--- config.mk ---
export PLATFORM = sky130hd
export DESIGN_NAME = sync_fifo
export DESIGN_NICKNAME = d
export VERILOG_FILES = /design/src/rtl/sync_fifo.sv
export SDC_FILE = /design/constraint.sdc
export NUM_CORES = 1
export LEC_CHECK = 0
export BUFFER_PORTS_ARGS = -buffer_cell sky130_fd_sc_hd__buf_2
export CAP_MARGIN = 20
export CORE_UTILIZATION = 50
export CTS_CLUSTER_SIZE = 30
export DETAILED_ROUTE_END_ITERATION = 12
export GPL_ROUTABILITY_DRIVEN = 0
export HOLD_SLACK_MARGIN = 0.1
export PLACE_DENSITY = 0.73
export SETUP_SLACK_MARGIN = 0.3
export SLEW_MARGIN = 10
export SYNTH_ARGS = -nofsm -noshare
export SYNTH_HDL_FRONTEND = slang
export SYNTH_SLANG_ARGS = --single-unit
--- constraint.sdc ---
create_clock -name clock -period 2.55 [get_ports clock]
set_clock_uncertainty 0.05 [all_clocks]
set_input_delay 0.255 -clock clock [delete_from_list [all_inputs] [get_ports clock]]
set_output_delay 0.255 -clock clock [all_outputs]
set_load 0.05 [all_outputs]
--- src/rtl/sync_fifo.sv ---
// Single-clock FIFO with registered read data, registered full/empty flags and occupancy.
// Define FIFO_ERR_FLAGS_EN to add sticky overflow/underflow outputs.
module sync_fifo #(
    parameter int data_size = 8,
    parameter int depth     = 16,
    localparam int addr_w   = $clog2(depth)
) (
    input  logic                 clock,
    input  logic                 reset,
    input  logic [data_size-1:0] data_in,
    input  logic                 write_en,
    input  logic                 read_en,
    output logic [data_size-1:0] data_out,
    output logic                 fifo_full,
    output logic                 fifo_empty,
    output logic [addr_w:0]      fill_count
`ifdef FIFO_ERR_FLAGS_EN
    ,
    output logic                 overflow,
    output logic                 underflow
`endif
);

    localparam logic [addr_w:0] full_cnt = (addr_w + 1)'(depth);

    logic [data_size-1:0] mem [depth];
    logic [addr_w-1:0]    wr_ptr;
    logic [addr_w-1:0]    rd_ptr;
    logic                 wr_acc;
    logic                 rd_acc;
    logic [addr_w:0]      count_next;

    // Handshake: a request is taken on the edge where its enable is high and the
    // registered flags allow it; a full FIFO still takes a write if a read frees a slot.
    always_comb begin
        rd_acc = read_en && !fifo_empty;
        wr_acc = write_en && (!fifo_full || rd_acc);
    end

    always_comb begin
        count_next = fill_count;
        case ({wr_acc, rd_acc})
            2'b10:   count_next = fill_count + 1'b1;
            2'b01:   count_next = fill_count - 1'b1;
            default: count_next = fill_count;
        endcase
    end

    // Storage carries no reset; stale words are unreachable once the pointers clear.
    always_ff @(posedge clock) begin
        if (reset && wr_acc) begin
            mem[wr_ptr] <= data_in;
        end
    end

    always_ff @(posedge clock) begin
        if (!reset) begin
            wr_ptr     <= '0;
            rd_ptr     <= '0;
            fill_count <= '0;
            fifo_full  <= 1'b0;
            fifo_empty <= 1'b1;
            data_out   <= '0;
        end else begin
            if (wr_acc) begin
                wr_ptr <= wr_ptr + 1'b1;
            end
            if (rd_acc) begin
                data_out <= mem[rd_ptr];
                rd_ptr   <= rd_ptr + 1'b1;
            end
            fill_count <= count_next;
            fifo_full  <= (count_next == full_cnt);
            fifo_empty <= (count_next == '0);
        end
    end

`ifdef FIFO_ERR_FLAGS_EN
    always_ff @(posedge clock) begin
        if (!reset) begin
            overflow  <= 1'b0;
            underflow <= 1'b0;
        end else begin
            if (write_en && !wr_acc) begin
                overflow <= 1'b1;
            end
            if (read_en && fifo_empty) begin
                underflow <= 1'b1;
            end
        end
    end
`endif

endmodule

==> out/metrics.yaml <==
critical_path:
  critPathCaptureType: "register"
  critPathLaunch: "fifo_empty$_SDFF_PN1_"
  cp_cell_sequence: "nand2b_4 -> a21boi_4 -> inv_2 -> ha_4 -> xor2_1 -> ha_2 -> a21oi_2 -> mux2i_1 -> xnor2_1 -> nand4_1 -> nor3b_2"
  cp.required_ns: 2.84
  crit_type: "register to register"
  crit_arrival_ns: 2.56
  cpPeakStageDelay_ns: 0.34
  r2r_start: "fifo_empty$_SDFF_PN1_"
  start_kind: "register"
  critPathMaxFanout: 3
  cp_slowest_cell: "dfxtp_4"
clock_network:
  cts_buffers: 17
  cts-root-buf: "clkbuf_16"
  hold_buffers: 0
  cts.sink_count: 151
  htree_levels: 4
  cts_tree: "built"
  path_clk_slew_ns: 0.06
  ctsLongestPathBuffers: 2
  clk_latency_ns: 0.42
grt:
  grt_pass1_vias: 3252
  antenna_found_initial: 0
  grt_use_total_pct: 19.87
  grt_max_degree: 36
  grt-ovfl-total: 0
  grt_first_pass_wirelength_mm: 17.89
hold_path:
  hp-class: "input pin to register"
  hold_start: "reset"
die:
  ioPinCount: 27
  rows: 40
  die-area_um2: 12700
  start_util_pct: 51.20
  coreArea_um2: 11960
  dieWidth_um: 112.7
  die_h_um: 112.7
layout:
  n_antenna_cell: 0
  fin_cells: 554
  regArea_um2: 4310
  final_util_pct: 59.54
  fill_cells: 865
  multiInputGateArea_um2: 1652
  drive_gt1_share_pct: 28.50
  synthToLayoutAreaGrowth_pct: 16.28
  nets: 414
  fin_area_um2: 7122
routing:
  drtIter0Drc: 334
  wl_per_cell_um: 20.86
  dr.pass1.iters: 4
  ant_nets: 0
  drt_wl_total_mm: 11.56
  viasPerCell: 5.720
  drc: 0
  vias: 3169
power_and_ir_drop:
  power_mw: 6.113
  irDropWorstVdd_v: 0.0005097
  power_density_nw_per_um2: 858.4
  leakage_nw: 2.453
synthesis:
  syn-num-nets: 358
  yosysTopAreaCell: "edfxtp_1"
  synthMuxAreaShare_pct: 13.01
  synth_xor_area_share_pct: 1.430
  synth_area_leaders: "edfxtp_1 63%, dfxtp_1 7.5%, mux4_1 6.4%"
  ys_seq_area_share_pct: 70.28
  syn_inst: 338
  synth_top_cells_by_count: "128 x edfxtp_1, 27 x nor2_1, 23 x dfxtp_1, 17 x mux4_2, 15 x mux4_1"
  synth_seq_cells: 151
  netlist-cell-type-count: 42
  avgSynthCellArea_um2: 18.12
  yosysMostFrequentCell: "edfxtp_1"
  synthFlopType: "edfxtp_1"
  synth-simple-area-share_pct: 5.189
  synth_top_family_by_area: "multiplexers"
  yosys_warnings: 0
  syn_area_um2: 6125
  yosysTopAreaCellShare_pct: 62.76
  ys_async_sr_fraction_pct: 0
  synth_compound_area_share_pct: 4.964
  synth_edf_count: 128
  synth_fa_ha_area_share_pct: 1.634
timing:
  layout_setup_ws_ns: 0.2829
  fmax_ghz: 0.4411
  hold_violations: 0
  slew_violations: 0
  whs_ns: 0.1428
  grt_setup_unrepaired: "yes"
  slew_headroom_pct: 52.85
  fin_crit_sh_pct: 88.91
  worst_pin_slew_ns: 0.7047
  tns_ns: 0
  period_minus_slack_ns: 2.267
  setup_viol: 0
placed_design:
  post_dp_cell_area_um2: 6490
  place_ws_ns: 0.1977
  dpl.cell_count: 514
  portBuffers: 26
  hpwl_mm: 7.243
job:
  drv_cap: 0
outcome:
  status: "finished, final reports clean"
## worst paths after layout
kind,to,slack (ns),cells past startpoint
setup reg to reg,fifo_full$_SDFF_PN0_,0.28,11
hold reg to reg,data_out[0]$_SDFFE_PN0P_,0.40,2
setup / recovery,fifo_full$_SDFF_PN0_,0.28,11
hold / removal,fifo_empty$_SDFF_PN1_,0.14,2
## layout by cell type, fill, tap and decap left out, types with 5 or more instances in the layout
cell,netlist,layout
inv_1,7,5
dfxtp_1,23,20
buf_4,0,29
ha_1,8,6
edfxtp_1,128,128
nand2_1,6,6
clkbuf_16,0,18
nand3_1,13,13
nor2_1,27,26
mux4_1,15,15
buf_2,1,26
o21ai_1,8,9
a221oi_1,7,7
a21oi_1,6,5
clkbuf_1,6,5
a22o_1,9,9
mux4_2,17,17
xnor2_1,6,6
## state kept, by name, summed over array words and instances, names as in the netlist
register and flops:
wr_ptr 4, rd_ptr 4, data_out 8, fifo_empty 1
fifo_full 1, mem 128, fill_count 5
## critical path: cells and delay by family (launching register included)
kind | cells | cell delay [ns]
compound gates | 2 | 0.30
xor+xnor | 2 | 0.33
fa+ha+maj | 2 | 0.37
buf+inv | 1 | 0.07
flops | 1 | 0.34
mux | 1 | 0.24
simple gates | 3 | 0.51
## kinds of logic after synthesis
group,after synthesis
AOI/OAI and AO/OA,42
xor gates and xnor gates,10
adders and majority gates,8
buffers and inverters,27
DFF,151
muxes,34
and+or+nand+nor,66
## metal layers
layer  global-route usage (%)  wire length [um]
met5                        0                 0
met4                    6.667                97
met3                    5.832               593
met2                    32.02              5779
met1                    25.99              5086
## power breakdown
part | total, mW | leakage [nW] | internal, mW | switching (mW)
clock | 2.35 | 0.282 | 1.45 | 0.904
sequential | 2.83 | 1.34 | 2.76 | 0.0734
combinational | 0.930 | 0.830 | 0.396 | 0.534
total | 6.11 | 2.45 | 4.60 | 1.51
## layout make-up
cell class              instances  area share [%]
flip-flops and latches        151           60.52
multi-input cells             160           23.19
clock buffers                  25           6.975
repair buffers                 57           5.446
well taps                     147           2.583
clock inverters                 7          0.9136
inverters                       7          0.3689
## repair_timing
| item | in CTS | in global routing |
|---|---|---|
| setup endpoints to repair | 3 | 3 |
| gates resized for setup | 1 | 2 |
| pin swaps | 5 | 4 |
| gates cloned | 0 | 0 |
| buffers inserted | 6 | 2 |
(Power assumes the default switching activity.)
